## src/rtl/cibus_arbiter.sv

```systemverilog
`default_nettype none
// ============================================================================
//  Module   : cibus_arbiter
//  Purpose  : Packet-level arbiter sharing one CI bus (valid/busy/data/end)
//             among NUM_SRC requesters. A source owns the bus from its first
//             beat up to and including its end beat. Its beats pass through a
//             one-beat registered output stage that honours ci_busy.
//  Revision : 1.0 - initial release
// ----------------------------------------------------------------------------
//  Parameters
//    NUM_SRC  number of requesters (2..8)
//    DW       CI data width
//  Ports
//    s_clk       in   clock, rising edge
//    rst_n       in   asynchronous active-low reset
//    src_valid   in   [NUM_SRC]     per-source beat valid
//    src_data    in   [NUM_SRC*DW]  per-source beat data, source i at [i*DW +: DW]
//    src_end     in   [NUM_SRC]     per-source last beat of packet
//    src_busy    out  [NUM_SRC]     per-source back-pressure
//    ci_valid    out  CI beat valid
//    ci_busy     in   CI back-pressure
//    ci_data     out  [DW] CI beat data
//    ci_end      out  CI last beat of packet
//    grant       out  [NUM_SRC] one-hot owner, zero while idle
//    arb_active  out  high while a source owns the bus
//  Build option
//    CIBUS_ARB_FIXED_PRIO_EN  when defined, the lowest-index requester always
//                             wins and no round-robin pointer exists.
//                             Otherwise arbitration is round-robin.
// ============================================================================
module cibus_arbiter #(
    parameter int NUM_SRC = 4,
    parameter int DW      = 128
) (
    input  logic                    s_clk,
    input  logic                    rst_n,
    input  logic [NUM_SRC-1:0]      src_valid,
    input  logic [NUM_SRC*DW-1:0]   src_data,
    input  logic [NUM_SRC-1:0]      src_end,
    output logic [NUM_SRC-1:0]      src_busy,
    output logic                    ci_valid,
    input  logic                    ci_busy,
    output logic [DW-1:0]           ci_data,
    output logic                    ci_end,
    output logic [NUM_SRC-1:0]      grant,
    output logic                    arb_active
);

    typedef enum logic [0:0] {
        ST_IDLE  = 1'b0,
        ST_GRANT = 1'b1
    } state_t;

    // ------------------------------------------------------------------
    // State
    // ------------------------------------------------------------------
    state_t               state_q, state_d;
    logic [NUM_SRC-1:0]   grant_q, grant_d;
    logic                 ci_valid_q, ci_valid_d;
    logic                 ci_end_q, ci_end_d;
    logic [DW-1:0]        ci_data_q, ci_data_d;

    // ------------------------------------------------------------------
    // Combinational helpers
    // ------------------------------------------------------------------
    logic [NUM_SRC-1:0]   w_win_oh;     // one-hot winner of this cycle's search
    logic                 w_win_found;  // at least one requester present
    logic                 w_out_stall;  // output register full and not draining
    logic [NUM_SRC-1:0]   w_accept_vec; // per-source beat acceptance
    logic                 w_accept;     // owner's beat accepted this cycle
    logic                 w_xfer;       // CI beat transferred this cycle
    logic [DW-1:0]        w_own_data;   // owner's beat data
    logic                 w_own_end;    // owner's end flag

    // ------------------------------------------------------------------
    // Winner selection
    // ------------------------------------------------------------------
`ifdef CIBUS_ARB_FIXED_PRIO_EN

    // Lowest index wins; the found flag stops later sources overriding.
    always_comb begin
        w_win_found = 1'b0;
        w_win_oh    = '0;
        for (int i = 0; i < NUM_SRC; i++) begin
            if (!w_win_found && src_valid[i]) begin
                w_win_found = 1'b1;
                w_win_oh[i] = 1'b1;
            end
        end
    end

`else

    localparam int IW = (NUM_SRC > 1) ? $clog2(NUM_SRC) : 1;

    logic [IW-1:0]  last_q, last_d;  // index of the last granted source
    logic [IW-1:0]  w_win_idx;
    logic [IW:0]    w_cand;          // one extra bit so last+k cannot overflow

    // Search last+1, last+2, ... wrapping modulo NUM_SRC. The sum never
    // reaches 2*NUM_SRC, so one conditional subtract implements the wrap
    // for non-power-of-two NUM_SRC as well.
    always_comb begin
        w_win_found = 1'b0;
        w_win_oh    = '0;
        w_win_idx   = '0;
        w_cand      = '0;
        for (int k = 1; k <= NUM_SRC; k++) begin
            w_cand = {1'b0, last_q} + (IW+1)'(k);
            if (w_cand >= (IW+1)'(NUM_SRC)) begin
                w_cand = w_cand - (IW+1)'(NUM_SRC);
            end
            if (!w_win_found && src_valid[w_cand[IW-1:0]]) begin
                w_win_found              = 1'b1;
                w_win_idx                = w_cand[IW-1:0];
                w_win_oh[w_cand[IW-1:0]] = 1'b1;
            end
        end
    end

    // The pointer moves only when a grant is issued (IDLE -> GRANT).
    always_comb begin
        last_d = last_q;
        if (state_q == ST_IDLE && w_win_found) begin
            last_d = w_win_idx;
        end
    end

    // Reset to NUM_SRC-1 so that source 0 is searched first.
    always_ff @(posedge s_clk or negedge rst_n) begin
        if (!rst_n) begin
            last_q <= IW'(NUM_SRC - 1);
        end else begin
            last_q <= last_d;
        end
    end

`endif

    // ------------------------------------------------------------------
    // Owner datapath
    // ------------------------------------------------------------------
    assign w_out_stall = ci_valid_q && ci_busy;
    assign w_xfer      = ci_valid_q && !ci_busy;

    // grant_q is zero in IDLE, so every source sees busy there without an
    // explicit state term; in GRANT only the owner can ever see busy low.
    assign src_busy     = ~grant_q | {NUM_SRC{w_out_stall}};
    assign w_accept_vec = src_valid & ~src_busy;
    assign w_accept     = |w_accept_vec;
    assign w_own_end    = |(src_end & grant_q);

    // grant_q is one-hot, so an AND-OR select picks the owner's data.
    always_comb begin
        w_own_data = '0;
        for (int i = 0; i < NUM_SRC; i++) begin
            if (grant_q[i]) begin
                w_own_data = w_own_data | src_data[i*DW +: DW];
            end
        end
    end

    // ------------------------------------------------------------------
    // FSM
    // ------------------------------------------------------------------
    always_comb begin
        state_d = state_q;
        grant_d = grant_q;
        case (state_q)
            ST_IDLE: begin
                if (w_win_found) begin
                    state_d = ST_GRANT;
                    grant_d = w_win_oh;
                end
            end
            ST_GRANT: begin
                // The end beat being accepted releases the bus; other
                // requesters are only considered once back in IDLE.
                if (w_accept && w_own_end) begin
                    state_d = ST_IDLE;
                    grant_d = '0;
                end
            end
            default: begin
                state_d = ST_IDLE;
                grant_d = '0;
            end
        endcase
    end

    // ------------------------------------------------------------------
    // Output register
    // ------------------------------------------------------------------
    // An accept is only possible when the register is empty or draining,
    // so loading on accept covers the back-to-back case with no bubble.
    always_comb begin
        ci_valid_d = ci_valid_q;
        ci_end_d   = ci_end_q;
        ci_data_d  = ci_data_q;
        if (w_accept) begin
            ci_valid_d = 1'b1;
            ci_end_d   = w_own_end;
            ci_data_d  = w_own_data;
        end else if (w_xfer) begin
            // Data is left as-is; it is meaningless while valid is low.
            ci_valid_d = 1'b0;
            ci_end_d   = 1'b0;
        end
    end

    // ------------------------------------------------------------------
    // Registers
    // ------------------------------------------------------------------
    always_ff @(posedge s_clk or negedge rst_n) begin
        if (!rst_n) begin
            state_q    <= ST_IDLE;
            grant_q    <= '0;
            ci_valid_q <= 1'b0;
            ci_end_q   <= 1'b0;
            ci_data_q  <= '0;
        end else begin
            state_q    <= state_d;
            grant_q    <= grant_d;
            ci_valid_q <= ci_valid_d;
            ci_end_q   <= ci_end_d;
            ci_data_q  <= ci_data_d;
        end
    end

    assign ci_valid   = ci_valid_q;
    assign ci_end     = ci_end_q;
    assign ci_data    = ci_data_q;
    assign grant      = grant_q;
    assign arb_active = (state_q == ST_GRANT);

endmodule
`default_nettype wire

```

## config.mk

```make
export PLATFORM = sky130hd
export DESIGN_NAME = cibus_arbiter
export DESIGN_NICKNAME = d
export VERILOG_FILES = /design/src/rtl/cibus_arbiter.sv
export SDC_FILE = /design/constraint.sdc
export NUM_CORES = 1
export LEC_CHECK = 0
export ABC_AREA = 1
export ABC_CLOCK_PERIOD_IN_PS = 2100
export BUFFER_PORTS_ARGS = -buffer_cell sky130_fd_sc_hd__buf_2
export CAP_MARGIN = 5
export CORE_AREA = 3 3 259 261
export CTS_BUF_LIST = sky130_fd_sc_hd__clkbuf_4 sky130_fd_sc_hd__clkbuf_8 sky130_fd_sc_hd__clkbuf_16
export CTS_CLUSTER_DIAMETER = 200
export DETAILED_ROUTE_END_ITERATION = 10
export DIE_AREA = 0 0 262 264
export SYNTH_ARGS = -nofsm -noshare
export SYNTH_HDL_FRONTEND = slang
export SYNTH_SLANG_ARGS = --single-unit
```

## constraint.sdc

```tcl
create_clock -name s_clk -period 2.1 [get_ports s_clk]
set_clock_uncertainty 0.2 [all_clocks]
set_input_delay 0.42 -clock s_clk [delete_from_list [all_inputs] [get_ports s_clk]]
set_output_delay 0.42 -clock s_clk [all_outputs]
set_load 0.01 [all_outputs]
```

==> impl_metrics.py, run 1 <==
metrics = {
    "clock_network": {
        "ctsHtreeMaxLevel": 4,
        "root_buffer": "clkbuf_16",
        "cts.sinks": 137,
        "cts_tree": "built",
        "cts_made_buffers": 17,
        "clock_path_buffers": 2,
        "clock_insertion_delay_worst_skew_ns": 0.45,
        "path_clk_slew_ns": 0.06,
    },
    "timing": {
        "fmax_ghz": 0.4895,
        "slew_headroom": 0.6467,
        "finalHoldViolCount": 0,
        "slew_violations": 0,
        "finalCriticalPeriod_ns": 2.043,
        "tightest_slew_ns": 0.5300,
        "post-route-period-util": 0.9727,
        "setup_viol": 0,
        "tns_ns": 0,
        "rsz0062_at_grt": "false",
    },
    "drt": {
        "antenna_left": 0,
        "first_pass_iters": 5,
        "drc": 0,
        "vias_per_cell": 4.035,
        "drt_iter0_markers": 736,
        "routed_wl_um": 47170,
        "via_count": 11300,
        "post_drt_wl_per_cell_um": 16.84,
    },
    "grt": {
        "grt_antenna_before_repair": 7,
        "grt_pass1_vias": 11200,
        "track_usage": 0.1287,
        "grt_max_degree": 67,
        "grt_pass1_wl_um": 66170,
        "grt_overflow": 0,
    },
    "pwr": {
        "ir_drop_v": 0.0005384,
        "p_per_area_mw_per_mm2": 424.8,
        "pwr-share-comb": 0.126,
        "p_clk_frac": 0.482,
        "seqPwrFrac": 0.392,
        "intPower_w": 0.005187,
        "swShare": 0.2302,
        "p_leak_nw": 8.092,
        "netSwitchingPower_w": 0.001551,
    },
    "critical_path": {
        "crit_type": "input pin to primary output",
        "r2r_slack_ns": 0.11,
        "cp_data_required_time_ns": 1.48,
        "cp-start-kind": "input pin",
        "cp_slowest_cell": "dlygate4sd3_1",
        "crit_path_start": "ci_busy",
        "r2r_end": "ci_data[103]$_DFFE_PN0P_",
        "worst_r2r_path_depth": 5,
        "timing.critical_path.fanout_max": 9,
        "endpoint_kind": "primary output",
        "cp_common_cell": "buf_2",
        "slowest_delay_ns": 0.54,
        "reg2reg_from": "grant[0]$_DFFE_PN0P_",
        "path_cells": "dlygate4sd3_1 -> buf_2 -> nand2_4 -> nand2_1 -> buf_2",
        "critPathArrivalTime_ns": 1.42,
    },
    "synth": {
        "synth_area_mm2": 0.008994,
        "syn_nets": 1641,
        "ys_seq_elements": 137,
        "syn_avg_cell_area_um2": 8.102,
        "yosysWarnings": 0,
        "synthCells": 1110,
        "yosysUniqueCellTypes": 27,
        "ys_seq_area_frac": 0.3815,
    },
    "floorplan": {
        "rows": 93,
        "start_util": 0.1390,
        "chipWidth_um": 262,
        "io_pins": 662,
        "dieArea_mm2": 0.06917,
        "core_area_mm2": 0.06470,
        "die_h_um": 264,
    },
    "cells_and_area": {
        "drive_gt1_frac": 0.5139,
        "num-fill-cells": 7039,
        "nets": 2460,
        "design_area_mm2": 0.01586,
        "area_growth_pct": 76.36,
    },
    "placement": {
        "place_area_mm2": 0.01356,
        "place_congestion": 0.8523,
        "dp_hpwl_um": 35640,
        "portBuffers": 661,
    },
    "hold_path": {
        "hp-class": "input pin to register",
        "min_to": "ci_data[48]$_DFFE_PN0P_",
        "hold_depth": 3,
        "hold_path_startpoint": "src_data[304]",
    },
    "flow_run": {
        "max_cap_viol_count": 0,
    },
    "status": {
        "status": "complete, no violations",
    },
}
## stage by stage
stage / std cells / worst slack, ns / total power [W] / hold slack (ns) / utilization
floorplan: 1110 / 0.04489 / 0.002721 / -0.07559 / -
global placement: 2612 / 0.1352 / 0.003308 / 0.2061 / 0.2095
detailed placement: 2612 / 0.1126 / 0.003314 / 0.2060 / 0.2095
CTS: 2796 / 0.009954 / 0.006931 / 0.0001334 / 0.2444
global route: 2800 / 0.0004197 / 0.007086 / 0.03052 / 0.2452
finish: 2800 / 0.05730 / 0.006739 / 0.05572 / 0.2452
## flip-flops by register name (all words and copies together), names as in the netlist
signal,flops
last_q,2
arb_active,1
ci_data,128
ci_end,1
ci_valid,1
grant,4
## power groups by stage
stage,combinational [W],clock (W),sequential [W]
5_1_grt,0.000926,0.00352,0.00264
6_report,0.000848,0.00325,0.00264
2_1_floorplan,0.0000317,0,0.00269
3_5_place_dp,0.000626,0,0.00269
4_1_cts,0.000840,0.00345,0.00264
3_3_place_gp,0.000620,0,0.00269
## repair_timing
item	in CTS	in global routing
resized for setup	4	3
endpoints found under the hold margin	119	0
pin swaps	0	1
hold buffers	142	0
setup endpoints to repair	7	20
gates cloned	4	1
setup buffers	7	0
## synthesized netlist by cell type
master,count,area (um^2)
buf_2,17,85.08
nand3_1,19,95.09
dfrtp_1,135,3378
clkbuf_1,43,161.4
o21ai_1,17,85.08
nand4_1,5,31.28
nand2_2,103,644.4
inv_2,2,7.510
nand4_2,1,12.51
nand2_1,459,1723
o21ai_2,99,867.1
buf_6,3,33.78
dfstp_2,2,52.55
nand3_2,3,30.03
nor2_8,1,20.02
nand3b_1,1,7.510
inv_1,10,37.54
nand2_4,2,22.52
ha_1,8,100.1
clkbuf_2,12,60.06
a21oi_1,4,20.02
buf_12,13,260.3
nor2_1,1,3.750
a21boi_0,4,30.03
o21bai_4,1,18.77
a221oi_1,128,1121
o21ai_0,17,85.08
## area by class of cell
class	instances	area [um^2]	share of cell area
antenna	3	7.507	0.0004733
clock buffer	22	488.0	0.03076
clock inverter	10	140.1	0.008835
inverter	12	52.55	0.003313
multi-input combinational	873	4941	0.3115
sequential	137	3446	0.2172
tap	855	1070	0.06745
timing repair buffer	888	5717	0.3604
## kinds of logic (layout without fill, tap and decap cells)
logic type,Yosys count,count (layout),share of synthesized area
AO/OA/AOI/OAI,270,270,0.2476
adder cells (fa/ha/maj),8,8,0.01113
buffers and inverters,100,932,0.07179
flip-flops,137,137,0.3815
other,0,3,0
AND/OR/NAND/NOR,595,595,0.2880
## routing by layer
metal / track usage / vias to the layer above / part of all wire
met5: 0 / - / 0.0012
met4: 0.07108 / 8 / 0.043
met3: 0.04304 / 74 / 0.094
met2: 0.2158 / 526 / 0.48
met1: 0.1426 / 5185 / 0.38
li1: - / 5506 / -
## worst max path at each step
stage	slack [ns]	cells after the start	to
final	0.06	5	src_busy[1]
after global routing	0.0004	10	grant[0]$_DFFE_PN0P_
after CTS	0.01	3	src_busy[1]
after floorplan	0.04	10	grant[0]$_DFFE_PN0P_
after detailed placement	0.11	8	ci_data[105]$_DFFE_PN0P_
after global placement	0.14	8	ci_data[105]$_DFFE_PN0P_
## critical path, delay by kind of cell
kind                   cells  cell delay [ns]
buffers and inverters      3             0.83
AND/OR/NAND/NOR            2             0.17
## cell usage in the layout, fill, tap and decap left out, drive strengths merged
cell type / instances
a21boi: 4
ha: 8
dfrtp: 135
o21bai: 1
nand3: 22
inv: 13
nand2: 564
a221oi: 128
buf: 741
nand3b: 1
diode: 3
bufbuf: 4
dlygate4sd3: 142
nand4: 6
nor2: 2
bufinv: 3
clkinv: 6
a21oi: 4
dfstp: 2
clkbuf: 23
o21ai: 133
Note: power is estimated with default switching activity, not from simulation.
==> inputs of run 2 (changes only) <==
- ABC_AREA: 1 -> default
- CORE_AREA: 3 3 259 261 -> 3 3 257 259
- DIE_AREA: 0 0 262 264 -> 0 0 260 262
==> run 2 against run 1 <==
  * The flow now finishes with violations (negative setup slack)
  * Synthesized cell count shrank 24%
  * Clock power fell by 6%
  * Critical path type is now register to register
  * Global-route usage down 1.0 points
  * Critical path depth is 2 higher
  * Largest power group is now combinational logic
  * Power rose to 2.8 times the previous value
  * Flip-flop and latch count unchanged
  * Clock-buffer cell count down 4
==> impl_metrics.py, run 2 <==
metrics = {
    "status": {
        "status": "finished with violations",
        "failed_checks": "negative setup slack",
    },
    "placement": {
        "portBuffers": 661,
        "dpl_worst_slack_ns": -0.008024,
        "dp_hpwl_um": 32450,
        "post-place-cells": 2318,
        "place_congestion": 0.8341,
        "place_area_mm2": 0.01230,
    },
    "synth": {
        "yosysMostFrequentCell": "a22oi_1",
        "async_flop_share": 1.000,
        "ys_seq_area_frac": 0.4445,
        "synth_area_mm2": 0.007719,
        "synthCells": 841,
        "syn_avg_cell_area_um2": 9.178,
        "synth_common_cells": "261 x a22oi_1, 136 x nor2_1, 135 x dfrtp_1",
        "yosysWarnings": 0,
        "synth_flop_cell": "dfrtp_1",
        "yosys.area.top_type": "dfrtp_1",
        "synth_edf_count": 0,
        "yosysUniqueCellTypes": 34,
        "synth_top_area_frac": 0.4377,
        "syn_nets": 1372,
        "synth_area_leaders": "dfrtp_1 44%, a22oi_1 25%, a31oi_1 11%",
        "ys_seq_elements": 137,
    },
    "drt": {
        "wl_met1_um": 16980,
        "maxUsedRoutingLayer": "met5",
        "drc": 0,
        "via_count": 10090,
        "vias_per_cell": 4.257,
        "drt_iter0_markers": 711,
        "route.met2.wl_um": 22120,
        "post_drt_wl_per_cell_um": 19.16,
        "wl_met3_um": 4653,
        "first_pass_iters": 5,
        "antenna_left": 0,
        "routed_wl_um": 45440,
    },
    "clock_network": {
        "cts_made_buffers": 17,
        "path_clk_slew_ns": 0.07,
        "cts_tree": "built",
        "cts.sinks": 137,
        "clock_path_buffers": 2,
        "clock_insertion_delay_worst_skew_ns": 0.46,
        "root_buffer": "clkbuf_16",
        "ctsHtreeMaxLevel": 4,
    },
    "timing": {
        "finalCriticalPeriod_ns": 2.118,
        "setup_ws_ns": -0.01847,
        "slew_headroom": 0.5476,
        "tightest_slew_ns": 0.6786,
        "slew_violations": 0,
        "post-route-period-util": 1.009,
        "finalHoldViolCount": 0,
        "setup_viol": 4,
        "tns_ns": -0.02897,
        "rsz0062_at_grt": "true",
        "fmax_ghz": 0.4720,
    },
    "critical_path": {
        "crit_type": "register to register",
        "endpoint_kind": "register",
        "slowest_delay_ns": 0.56,
        "cp_data_required_time_ns": 2.24,
        "crit_family": "flip-flops",
        "cp.buffers_inverters": 2,
        "cp_slowest_cell": "dfstp_2",
        "path_cells": "clkinvlp_4 -> ha_4 -> inv_4 -> mux2_4 -> o21ai_1 -> a31oi_1 -> a311o_1",
        "reg2reg_from": "last_q[0]$_DFFE_PN1P_",
        "crit_path_start": "last_q[0]$_DFFE_PN1P_",
        "timing.critical_path.fanout_max": 8,
        "critPathArrivalTime_ns": 2.25,
        "cp-start-kind": "register",
    },
    "cells_and_area": {
        "area_growth_pct": 72.88,
        "drive_gt1_frac": 0.5251,
        "diodes": 0,
        "final_cell_mix": "660 x buf_2, 259 x a22oi_1, 134 x nor2_1, 132 x a31oi_1, 131 x dfrtp_1",
        "fin_cells": 2371,
        "fin_util": 0.2081,
        "nets": 2034,
        "num-fill-cells": 7141,
        "design_area_mm2": 0.01334,
        "largest_reg_flops": 128,
        "final_common_cell": "buf_2",
    },
    "floorplan": {
        "io_pins": 662,
        "chipWidth_um": 260,
        "start_util": 0.1204,
        "dieArea_mm2": 0.06812,
        "rows": 93,
        "die_h_um": 262,
        "core_area_mm2": 0.06412,
    },
    "pwr": {
        "ir_drop_v": 0.0005620,
        "p_leak_nw": 6.019,
        "p_per_area_mw_per_mm2": 1425,
    },
    "grt": {
        "grt_antenna_before_repair": 11,
        "grt_pass1_wl_um": 58910,
        "grt_max_degree": 66,
        "grt_pass1_vias": 9423,
        "grt_overflow": 0,
        "track_usage": 0.1182,
    },
    "hold_path": {
        "hp-class": "input pin to register",
        "hold_path_startpoint": "src_data[300]",
    },
    "flow_run": {
        "max_cap_viol_count": 0,
    },
}
## run 2: final timing paths
kind,cells after the start,end,slack (ns)
max,7,grant[3]$_DFFE_PN0P_,-0.02
min,3,ci_data[44]$_DFFE_PN0P_,0.07
max reg2reg,7,grant[3]$_DFFE_PN0P_,-0.02
min reg2reg,2,ci_data[89]$_DFFE_PN0P_,0.34
max in group asynchronous,3,ci_data[112]$_DFFE_PN0P_,0.86
min in group asynchronous,2,ci_data[38]$_DFFE_PN0P_,0.29
## run 2: cell families (layout without fill, tap and decap cells)
family                   count (synthesis)  in the layout  share of synthesized area
buffers and inverters                   98            773                    0.05690
AND/OR/NAND/NOR                        162            162                    0.08332
AO/OA/AOI/OAI                          430            430                     0.3931
flip-flops                             137            137                     0.4445
adder cells (fa/ha/maj)                  8              8                    0.01297
multiplexers                             6              6                   0.009240
## run 2: timing repair
item | CTS | global route
hold endpoints to repair | 26 | 0
pin swaps | 4 | 2
cloned | 4 | 5
hold buffers | 1 | 0
resized for setup | 11 | 15
setup buffers | 7 | 4
endpoints found under the setup margin | 11 | 72
## run 2: layout make-up
type / instances / area (um^2) / area share
timing repair buffer: 736 / 4298 / 0.3221
multi-input combinational: 606 / 3934 / 0.2948
sequential: 137 / 3446 / 0.2582
tap: 855 / 1070 / 0.08017
clock buffer: 18 / 432.9 / 0.03244
clock inverter: 14 / 138.9 / 0.01041
inverter: 5 / 25.02 / 0.001875
## run 2: worst register-to-register path: stages (launching register included)
cell and delay [ns]:
dfstp_2 0.56, clkinvlp_4 0.10, ha_4 0.29, inv_4 0.04, mux2_4 0.34, o21ai_1 0.13
a31oi_1 0.06, a311o_1 0.28
## run 2: report_power, final
group	switching [W]	total, W	leakage (nW)	internal, W
clock network	0.00140	0.00307	0.268	0.00167
registers	0.000843	0.00492	1.55	0.00407
logic	0.00631	0.0110	4.21	0.00472
## run 2: metal layers
layer,vias to the layer above,GRT usage
met5,-,0
met3,78,0.04626
li1,4655,-
met1,4751,0.1315
met4,8,0.06057
met2,601,0.1963
## run 2: metrics by stage
stage / total power [W] / hold slack, ns
after CTS: 0.01871 / 0.01328
after global placement: 0.01475 / 0.2223
final: 0.01902 / 0.07332
after floorplan: 0.01064 / -0.07559
after detailed placement: 0.01486 / 0.2244
after global routing: 0.02053 / 0.03765
==> inputs of run 3 (changes only) <==
--- a/constraint.sdc
+++ b/constraint.sdc
@@ -3,3 +3,3 @@
 set_input_delay 0.42 -clock s_clk [delete_from_list [all_inputs] [get_ports s_clk]]
 set_output_delay 0.42 -clock s_clk [all_outputs]
-set_load 0.01 [all_outputs]
+set_load 0.05 [all_outputs]
==> run 3 against run 2 <==
  * The flow still finishes with violations (negative setup slack)
  * Register-to-register slack worse by 0.04 ns
  * Routed wire length is 4.0% higher
  * Fmax is 1.6% lower
  * Non-clock buffer count is 6 higher
  * Global-route usage is 0.91 points higher
  * Sequential share of layout area is 0.38 points lower
  * Utilization is 0.31 points higher
  * Combinational power is 44% higher
  * Largest power group unchanged
  * Critical endpoint is now grant[0]$_DFFE_PN0P_
  * Cell count is 0.38% higher
  * First-iteration DRC count is 13% higher
==> impl_metrics.py, run 3 (synthesis gave the netlist of run 2 again) <==
metrics = {
    "clock_network": {
        "cts_made_buffers": 17,
        "ctsHtreeMaxLevel": 4,
        "root_buffer": "clkbuf_16",
        "cts.sinks": 137,
        "path_clk_slew_ns": 0.07,
        "cts_tree": "built",
        "clock_path_buffers": 2,
        "clock_insertion_delay_worst_skew_ns": 0.46,
    },
    "critical_path": {
        "critPathArrivalTime_ns": 2.29,
        "endpoint_kind": "register",
        "timing.critical_path.fanout_max": 8,
        "cp_data_required_time_ns": 2.24,
        "cp-start-kind": "register",
        "crit_type": "register to register",
    },
    "floorplan": {
        "dieArea_mm2": 0.06812,
        "die_h_um": 262,
        "io_pins": 662,
        "start_util": 0.1204,
        "chipWidth_um": 260,
        "rows": 93,
        "core_area_mm2": 0.06412,
    },
    "timing": {
        "rsz0062_at_grt": "true",
        "tns_ns": -0.1027,
        "finalCriticalPeriod_ns": 2.154,
        "setup_ws_ns": -0.05383,
        "tightest_slew_ns": 0.7331,
        "post-route-period-util": 1.026,
        "fmax_ghz": 0.4643,
        "slew_violations": 0,
        "finalHoldViolCount": 0,
        "slew_headroom": 0.5113,
        "setup_viol": 3,
    },
    "drt": {
        "post_drt_wl_per_cell_um": 19.86,
        "drc": 0,
        "via_count": 10130,
        "antenna_left": 0,
        "drt_iter0_markers": 804,
        "routed_wl_um": 47260,
        "vias_per_cell": 4.255,
        "first_pass_iters": 6,
    },
    "pwr": {
        "pwr-share-comb": 0.664,
        "p_per_area_mw_per_mm2": 1757,
        "intPower_w": 0.01085,
        "netSwitchingPower_w": 0.01294,
        "p_clk_frac": 0.131,
        "swShare": 0.5438,
        "ir_drop_v": 0.0007677,
        "p_leak_nw": 6.139,
        "seqPwrFrac": 0.205,
    },
    "placement": {
        "place_area_mm2": 0.01230,
        "place_congestion": 0.8067,
        "post-place-cells": 2316,
        "dp_hpwl_um": 32740,
        "portBuffers": 661,
    },
    "cells_and_area": {
        "regArea_mm2": 0.003446,
        "area_growth_pct": 75.44,
        "largest_reg_flops": 128,
        "fin_cells": 2380,
        "num-fill-cells": 7143,
        "final_cell_mix": "652 x buf_2, 259 x a22oi_1, 134 x nor2_1, 132 x a31oi_1, 131 x dfrtp_1",
        "nets": 2040,
        "design_area_mm2": 0.01354,
        "multiInputGateArea_mm2": 0.003939,
        "final_common_cell": "buf_2",
        "drive_gt1_frac": 0.5276,
    },
    "grt": {
        "grt_pass1_wl_um": 62180,
        "grt_antenna_before_repair": 11,
        "grt_pass1_vias": 9462,
        "grt_max_degree": 50,
        "track_usage": 0.1273,
        "grt_overflow": 0,
    },
    "status": {
        "failed_checks": "negative setup slack",
        "status": "finished with violations",
    },
    "hold_path": {
        "hp-class": "input pin to register",
    },
    "flow_run": {
        "max_cap_viol_count": 0,
    },
}
[run 3: repair_timing]
action,in CTS,in global routing
hold buffers,1,0
cloned,10,1
gates resized for setup,24,16
buffers inserted,15,3
endpoints found under the setup margin,11,124
hold endpoints to repair,63,0
pin swaps,5,1
[run 3: final timing paths]
| path | endpoint | from | slack [ns] | cells past startpoint |
|---|---|---|---|---|
| max in group asynchronous | ci_data[111]$_DFFE_PN0P_ | rst_n | 0.88 | 3 |
| min | ci_data[96]$_DFFE_PN0P_ | src_data[352] | 0.07 | 3 |
| max reg2reg | grant[0]$_DFFE_PN0P_ | last_q[0]$_DFFE_PN1P_ | -0.05 | 7 |
| min reg2reg | ci_data[92]$_DFFE_PN0P_ | ci_data[92]$_DFFE_PN0P_ | 0.34 | 2 |
| max | grant[0]$_DFFE_PN0P_ | last_q[0]$_DFFE_PN1P_ | -0.05 | 7 |
| min in group asynchronous | ci_data[33]$_DFFE_PN0P_ | rst_n | 0.23 | 2 |
[run 3: layer usage]
layer,GRT usage,wire (um)
met1,0.1438,18080
met2,0.2107,22600
met3,0.05185,4972
met4,0.05715,1558
met5,0,55
[run 3: worst max-delay path: stages, from the launching register on]
cell and delay [ns]:
dfstp_2 0.56, clkinvlp_4 0.11, ha_4 0.28, inv_4 0.04, mux2_4 0.34, o21ai_2 0.13
a31oi_1 0.07, a311o_1 0.29
[run 3: power by group through the flow]
| stage | clock [W] | sequential (W) | combinational, W |
|---|---|---|---|
| after floorplan | 0 | 0.00938 | 0.00531 |
| after global placement | 0 | 0.00488 | 0.0142 |
| after detailed placement | 0 | 0.00491 | 0.0143 |
| after CTS | 0.00328 | 0.00489 | 0.0157 |
| after global routing | 0.00340 | 0.00507 | 0.0168 |
| final | 0.00312 | 0.00488 | 0.0158 |
[run 3: stage by stage]
step | worst slack, ns | total power (W) | util | hold WS [ns]
5_1_grt | -0.1324 | 0.02530 | 0.2112 | 0.01758
4_1_cts | -0.0006388 | 0.02390 | 0.2098 | 0.004059
2_1_floorplan | -0.2285 | 0.01469 | - | -0.07559
6_report | -0.05383 | 0.02379 | 0.2112 | 0.06935
3_5_place_dp | -0.02898 | 0.01917 | 0.1919 | 0.1665
3_3_place_gp | 0.002622 | 0.01907 | 0.1919 | 0.1628
[run 3: final cells by class]
type                    count  area share
well taps                 855     0.07900
diodes                      3   0.0005544
flip-flops and latches    137      0.2545
repair buffers            742      0.3302
inverters                   5    0.001848
clock inverters            15     0.01164
clock buffers              17     0.03141
multi-input cells         606      0.2909
